`src/rtl/alu_issue_ctrl.sv`:
```
// alu_issue_ctrl: sequential issue front-end for an external two-operand ALU.
// It holds a small register file and accepts 8-bit instructions over a
// valid/ready handshake. It drives registered operands and control into the
// ALU and writes the ALU result back into the register file and flags.
//
// Ports:
//   clk, rst_n         clock, asynchronous active-low reset
//   instr_valid/ready  instruction handshake; instr = {op, rd, rs1, rs2}
//   ld_valid/addr/data register-file load port, usable in any state
//   aluin1/2, alu_ctrl registered ALU operands and op (alu_control)
//   aluout, alu_carry  ALU result inputs, sampled during write-back
//   result_valid/data  one-cycle write-back report
//   carry_flag         last captured alu_carry
//   zero_flag          last captured aluout == 0
module alu_issue_ctrl #(
  parameter int DW   = 16,
  parameter int NREG = 4
) (
  input  logic          clk,
  input  logic          rst_n,
  input  logic          instr_valid,
  output logic          instr_ready,
  input  logic [7:0]    instr,
  input  logic          ld_valid,
  input  logic [1:0]    ld_addr,
  input  logic [DW-1:0] ld_data,
  output logic [DW-1:0] aluin1,
  output logic [DW-1:0] aluin2,
  output logic [1:0]    alu_control,
  input  logic [DW-1:0] aluout,
  input  logic          alu_carry,
  output logic          result_valid,
  output logic [DW-1:0] result_data,
  output logic          carry_flag,
  output logic          zero_flag
);

  typedef enum logic [1:0] {
    IDLE = 2'd0,
    EXEC = 2'd1,
    WB   = 2'd2
  } state_t;

  state_t        state, state_next;
  logic [1:0]    op_q, rd_q, rs1_q, rs2_q;
  logic [DW-1:0] rf [NREG];
  logic          accept;

  assign accept = instr_valid && instr_ready;

  always_comb begin
    state_next  = state;
    instr_ready = 1'b0;
    case (state)
      IDLE: begin
        instr_ready = 1'b1;
        if (instr_valid) state_next = EXEC;
      end
      EXEC:    state_next = WB;
      WB:      state_next = IDLE;
      default: state_next = IDLE;
    endcase
  end

  always_ff @(posedge clk or negedge rst_n) begin
    if (!rst_n) state <= IDLE;
    else        state <= state_next;
  end

  always_ff @(posedge clk or negedge rst_n) begin
    if (!rst_n) begin
      op_q         <= '0;
      rd_q         <= '0;
      rs1_q        <= '0;
      rs2_q        <= '0;
      aluin1       <= '0;
      aluin2       <= '0;
      alu_control  <= '0;
      result_valid <= 1'b0;
      result_data  <= '0;
      carry_flag   <= 1'b0;
      zero_flag    <= 1'b0;
      for (int unsigned i = 0; i < NREG; i++) rf[i] <= '0;
    end else begin
      result_valid <= 1'b0;

      if (accept) begin
        op_q  <= instr[7:6];
        rd_q  <= instr[5:4];
        rs1_q <= instr[3:2];
        rs2_q <= instr[1:0];
      end

      // Operands are read from the current register-file contents, so a load
      // landing at the end of EXEC is not seen by this instruction.
      if (state == EXEC) begin
        aluin1      <= rf[rs1_q];
        aluin2      <= rf[rs2_q];
        alu_control <= op_q;
      end

      if (ld_valid) rf[ld_addr] <= ld_data;

      // Placed after the load so write-back overrides a same-cycle load to rd.
      if (state == WB) begin
        rf[rd_q]     <= aluout;
        result_data  <= aluout;
        carry_flag   <= alu_carry;
        zero_flag    <= (aluout == '0);
        result_valid <= 1'b1;
      end
    end
  end

endmodule

```
`config.mk`:
```
export PLATFORM = sky130hd
export DESIGN_NAME = alu_issue_ctrl
export DESIGN_NICKNAME = d
export VERILOG_FILES = /design/src/rtl/alu_issue_ctrl.sv
export SDC_FILE = /design/constraint.sdc
export NUM_CORES = 1
export LEC_CHECK = 0
export BUFFER_PORTS_ARGS = -buffer_cell sky130_fd_sc_hd__buf_2
export CAP_MARGIN = 25
export CORE_ASPECT_RATIO = 1.2
export CORE_MARGIN = 3
export CORE_UTILIZATION = 51
export DETAILED_ROUTE_END_ITERATION = 8
export HOLD_SLACK_MARGIN = 0.15
export PLACE_DENSITY = 0.82
export SLEW_MARGIN = 20
export SYNTH_ARGS = -nofsm -noshare
export SYNTH_HDL_FRONTEND = slang
export SYNTH_SLANG_ARGS = --single-unit
```
`constraint.sdc`:
```
create_clock -name clk -period 1.7 [get_ports clk]
set_clock_uncertainty 0.1 [all_clocks]
set_input_delay 0.34 -clock clk [delete_from_list [all_inputs] [get_ports clk]]
set_output_delay 0.34 -clock clk [all_outputs]
set_load 0.01 [all_outputs]
```
==> results of run 1 <==
-- final cells by class --
cell class | count | area share [%]
Clock buffer | 25 | 6.19
Clock inverter | 2 | 0.128
Inverter | 1 | 0.0478
Multi-Input combinational cell | 302 | 36.5
Sequential cell | 127 | 40.6
Tap cell | 157 | 2.50
Timing Repair Buffer | 147 | 14.0
-- final timing paths --
path,to,slack [ns],from
max,aluin1[6],0.01,rs1_q[0]
min,rf[60],0.17,aluout[12]
max reg2reg,aluin1[6],0.01,rs1_q[0]
min reg2reg,result_data[11],0.40,result_data[11]
max in group asynchronous,rf[26],0.63,rst_n
min in group asynchronous,rf[35],0.30,rst_n
-- synthesized netlist by cell type --
library cell,instances,area [µm²]
o21ai_1,6,30.0
nor4b_2,1,15.0
nand3b_1,2,15.0
nor4_1,4,25.0
nand2_1,49,184
inv_1,1,3.75
nor2_1,17,63.8
clkbuf_1,13,48.8
mux2_4,14,210
mux4_1,18,473
mux4_2,14,315
buf_6,3,33.8
nand3_1,1,5.00
and2_1,1,6.26
buf_2,10,50.1
dfrtp_1,127,3180
mux2i_1,64,641
nand4_1,1,6.26
mux2_2,45,507
and4bb_2,2,25.0
buf_4,6,45.0
buf_12,2,40.0
a21oi_1,16,80.1
nand4b_1,1,8.76
o21ai_0,43,215
nand2b_1,1,6.26
nor2b_1,1,6.26
nor3b_1,1,7.51
-- critical path, stage by stage, from the launching register on --
cell and delay [ns]:
dfrtp_2 0.46, buf_12 0.15, mux4_1 0.57, mux2_2 0.29
-- power breakdown --
group          leakage (µW)  internal (µW)  switching, µW
combinational       0.00192           2490           1760
clock              0.000245           1930           1180
sequential          0.00150           4320            938
-- flip-flops by register name, summed over array words and instances, names as in the netlist, 2 cells and up --
name         cells
rd_q             2
state            2
alu_control      2
aluin1          16
op_q             2
rf              64
aluin2          16
rs2_q            2
rs1_q            2
result_data     16
-- cell families after synthesis --
group	after synthesis
multiplexers	155
flip-flops	127
AND/OR/NAND/NOR	82
AO/OA/AOI/OAI	65
buffers and inverters	35
-- cell usage in the layout, fill, tap and decap left out, types with 12 or more instances in the layout --
cell	n
mux2_2	45
mux2i_1	64
o21ai_0	43
mux2_4	14
mux4_2	14
buf_2	99
mux4_1	18
a21oi_1	16
dfrtp_1	124
clkbuf_16	19
dlygate4sd3_1	24
buf_12	12
nand2_1	49
nor2_1	17
-- layer usage --
layer	track usage (%)	vias up	wire length [µm]
li1	-	1987	-
met1	30.8	2286	6450
met2	41.0	168	8100
met3	5.56	26	867
met4	9.56	0	326
met5	0	-	0
-- stage by stage --
| stage | power, µW | cells |
|---|---|---|
| after global placement | 9080 | 708 |
| after global routing | 13300 | 761 |
| final | 12600 | 761 |
| after detailed placement | 9390 | 708 |
| after CTS | 12600 | 759 |
| after floorplan | 7800 | 464 |
-- timing repair --
action / CTS / global route
hold buffers: 24 / 0
endpoints found under the setup margin: 0 / 11
resized for setup: 0 / 4
endpoints found under the hold margin: 173 / 0
==> flow_summary.json, run 1 <==
{
  "status": "complete, no violations",
  "rr_worst_depth": 3,
  "hold_violations": 0,
  "drt_wl_total_um": 15700,
  "avgSynthCellArea_um2": 13.5,
  "synth_nets": 511,
  "hp-class": "in2reg",
  "cp.arrival_ns": 1.88,
  "core_um2": 11800,
  "whs_ns": 0.169,
  "nets": 643,
  "finalMaxSlewViolations": 0,
  "crit_path_end_kind": "register",
  "synthToLayoutAreaGrowth_pct": 25.6,
  "die_x_um": 107,
  "leakage_uw": 0.00366,
  "grt_pass1_vias": 4645,
  "viasPerCell": 5.87,
  "grt_max_degree": 51,
  "crit_required_ns": 1.89,
  "start_util_pct": 53.0,
  "synth-warning-count": 0,
  "yosys-mux-area-fraction_pct": 34.4,
  "insertion_delay_ns": 0.41,
  "numPortBuffers": 100,
  "postCtsSetupBuffers": 0,
  "period_needed_ns": 1.69,
  "synth-xor-area-share_pct": 0,
  "num_rows": 43,
  "rsz0062_at_grt": "true",
  "vias": 4467,
  "regArea_um2": 3180,
  "path_clk_slew_ns": 0.05,
  "cp_max_fo": 5,
  "grtUsageTotal_pct": 24.4,
  "htree_levels": 4,
  "final_area_um2": 7850,
  "multi_input_area_um2": 2870,
  "tns_ns": 0,
  "drv_cap": 0,
  "worstMarginPinSlew_ns": 0.384,
  "drt-pass1-iter-count": 5,
  "ioPinCount": 101,
  "fin_util_pct": 66.6,
  "dieArea_um2": 13600,
  "diodes": 0,
  "route.detailed.drc": 0,
  "worstSetupPathType": "reg2reg",
  "place_ws_ns": 0.0464,
  "whs_path_depth": 3,
  "overflow": 0,
  "die_h_um": 127,
  "synth_area_um2": 6240,
  "critPathLaunchType": "register",
  "clockRootBuffer": "clkbuf_16",
  "nFillCells": 809,
  "synth_top_family_by_area": "multiplexers",
  "setup_viol": 0,
  "maxSlewHeadroom_pct": 74.4,
  "synth-compound-area-share_pct": 5.21,
  "cts.path.max_buffers": 2,
  "synthAdderAreaFrac_pct": 0,
  "ys_ff_latch": 127,
  "grt_pass1_wl_um": 25100,
  "dp_hpwl_um": 10200,
  "fin_crit_sh_pct": 99.1,
  "netlist_instances": 464,
  "drive_gt1_share_pct": 37.6,
  "antenna_found_initial": 0,
  "post_drt_wl_per_cell_um": 20.7,
  "synth-simple-area-share_pct": 5.99,
  "gp_congestion": 0.810,
  "fmax_ghz": 0.593,
  "ant_nets": 0,
  "seq_area_frac_synth_pct": 50.9,
  "p_per_area_nw_per_um2": 1610,
  "numCtsBuffers": 17,
  "cts_tree": "yes",
  "peakVddDrop_v": 0.000834,
  "drt_iter0_markers": 277,
  "clock-sinks": 127,
  "worst_slack_ns": 0.0148,
  "dpl-instance-area_um2": 7060,
  "synth.distinct_cells": 28
}
Note: power is estimated with default switching activity, not from simulation.
==> run 2, diff against run 1 <==
Settings changed: CORE_UTILIZATION 51 to 53, CTS_BUF_LIST set to sky130_fd_sc_hd__clkbuf_4 sky130_fd_sc_hd__clkbuf_8, PLACE_DENSITY 0.82 to 0.85.
==> flow_summary.json, run 2 (synthesis results as in run 1) <==
{
  "status": "complete, no violations",
  "peakVddDrop_v": 0.000755,
  "drt-pass1-iter-count": 5,
  "path_clk_slew_ns": 0.07,
  "ioPinCount": 101,
  "drive_gt1_share_pct": 38.3,
  "swShare_pct": 31.8,
  "period_needed_ns": 1.67,
  "leakage_uw": 0.00368,
  "largest-register": "rf",
  "numCtsBuffers": 17,
  "worstSetupPathType": "reg2reg",
  "antenna_found_initial": 0,
  "cts_tree": "yes",
  "crit-reg2reg-launch": "rs1_q[0]",
  "layout_common_cells": "dfrtp_1 (126), buf_2 (99), mux2i_1 (64)",
  "grtUsageTotal_pct": 24.3,
  "comb_power_share_pct": 34.9,
  "path_cells": "buf_12 -> mux4_1 -> mux2_2",
  "drt_iter0_markers": 426,
  "dieArea_um2": 13100,
  "final_common_cell": "dfrtp_1",
  "slowest_delay_ns": 0.58,
  "cp.arrival_ns": 1.88,
  "viasPerCell": 5.82,
  "clock-sinks": 127,
  "largest_register_ffs": 64,
  "vias": 4519,
  "die_x_um": 105,
  "postCtsSetupBuffers": 0,
  "die_h_um": 125,
  "p_switching_uw": 3840,
  "grt_pass1_vias": 4878,
  "route.detailed.drc": 0,
  "finalMaxSlewViolations": 0,
  "tns_ns": 0,
  "rsz0062_at_grt": "false",
  "cp_num_buf_inv": 1,
  "crit_start": "rs1_q[0]",
  "worstMarginPinSlew_ns": 0.392,
  "gp_congestion": 0.820,
  "drt_wl_total_um": 15400,
  "dp_hpwl_um": 10400,
  "critPathLaunchType": "register",
  "grt_max_degree": 43,
  "hp-class": "in2reg",
  "num_rows": 42,
  "cts.path.max_buffers": 2,
  "p_per_area_nw_per_um2": 1530,
  "setup_viol": 0,
  "drv_cap": 0,
  "grt_pass1_wl_um": 25000,
  "nets": 656,
  "worstHoldStart": "ld_data[3]",
  "core_um2": 11200,
  "dpl-instance-area_um2": 7110,
  "diodes": 0,
  "maxSlewHeadroom_pct": 73.8,
  "intPower_uw": 8210,
  "fmax_ghz": 0.599,
  "crit_path_end_kind": "register",
  "hold_violations": 0,
  "post_drt_wl_per_cell_um": 19.8,
  "clkPwrFrac_pct": 21.7,
  "clockRootBuffer": "clkbuf_8",
  "ant_nets": 0,
  "nFillCells": 745,
  "numPortBuffers": 100,
  "cp_top_family": "multiplexers",
  "start_util_pct": 55.5,
  "cp_max_fo": 16,
  "power_frac_seq_pct": 43.4,
  "regArea_um2": 3180,
  "synthToLayoutAreaGrowth_pct": 25.9,
  "final_area_um2": 7860,
  "htree_levels": 4,
  "fin_crit_sh_pct": 98.2,
  "slowest_stage": "mux4_1",
  "crit_required_ns": 1.91,
  "overflow": 0,
  "insertion_delay_ns": 0.43,
  "multi_input_area_um2": 2870
}
-- run 2: cell count changes in the layout (fill, tap and decap cells not counted), sizes merged --
cell         before  now
clkinv            2    5
buf             121  126
clkbuf           27   22
dlygate4sd3      24   34
clkinvlp          0    3
bufinv            0    2
-- run 2: repair_timing --
item,4_1_cts,5_1_grt
hold endpoints to repair,211,0
hold buffers,34,0
gates resized for setup,0,2
setup endpoints to repair,0,6
-- run 2: layout make-up --
cell class / count / share of cell area (%)
sequential: 127 / 40.4
multi-input combinational: 302 / 36.5
timing repair buffer: 160 / 15.4
clock buffer: 22 / 3.69
tap: 154 / 2.45
clock inverter: 10 / 1.42
inverter: 1 / 0.0478
-- run 2: worst min-delay path, stage by stage --
cell	delay, ns
buf_2	0.11
mux2i_1	0.06
o21ai_0	0.13
-- run 2: worst paths after layout --
| kind | slack, ns | endpoint | cells after the start |
|---|---|---|---|
| max in group asynchronous | 0.67 | result_data[4] | 3 |
| setup / recovery | 0.03 | aluin1[3] | 3 |
| min in group asynchronous | 0.28 | aluin2[10] | 2 |
| setup reg to reg | 0.03 | aluin1[3] | 3 |
| hold reg to reg | 0.40 | zero_flag | 2 |
| hold / removal | 0.16 | rf[19] | 3 |
-- run 2: routing by layer --
metal  track usage [%]  share of wire (%)  vias up  wire, µm
li1                  -                  -     2012         -
met1              30.2                 40     2277      6230
met2              40.9                 51      194      7860
met3              5.60                5.7       36       872
met4              10.5                2.8        0       428
met5                 0                  0        -         0
-- run 2: stage by stage --
stage | total power [µW] | hold WS, ns | worst slack (ns) | instances | utilization (%)
CTS | 12100 | 0.150 | 0.0108 | 776 | 69.9
detailed placement | 9390 | 0.199 | 0.0319 | 710 | 63.3
finish | 12000 | 0.162 | 0.0303 | 776 | 69.9
global placement | 9080 | 0.191 | 0.101 | 710 | 63.3
floorplan | 7800 | -0.0556 | 0.0941 | 464 | -
global route | 12700 | 0.152 | 0.00341 | 776 | 69.9
-- run 2: power by group through the flow --
stage	registers, µW	logic (µW)	clock network, µW
final	5230	4210	2610
after global routing	5370	4540	2780
after CTS	5200	4240	2660
after detailed placement	5230	4160	0
after global placement	5120	3960	0
after floorplan	5220	2580	0
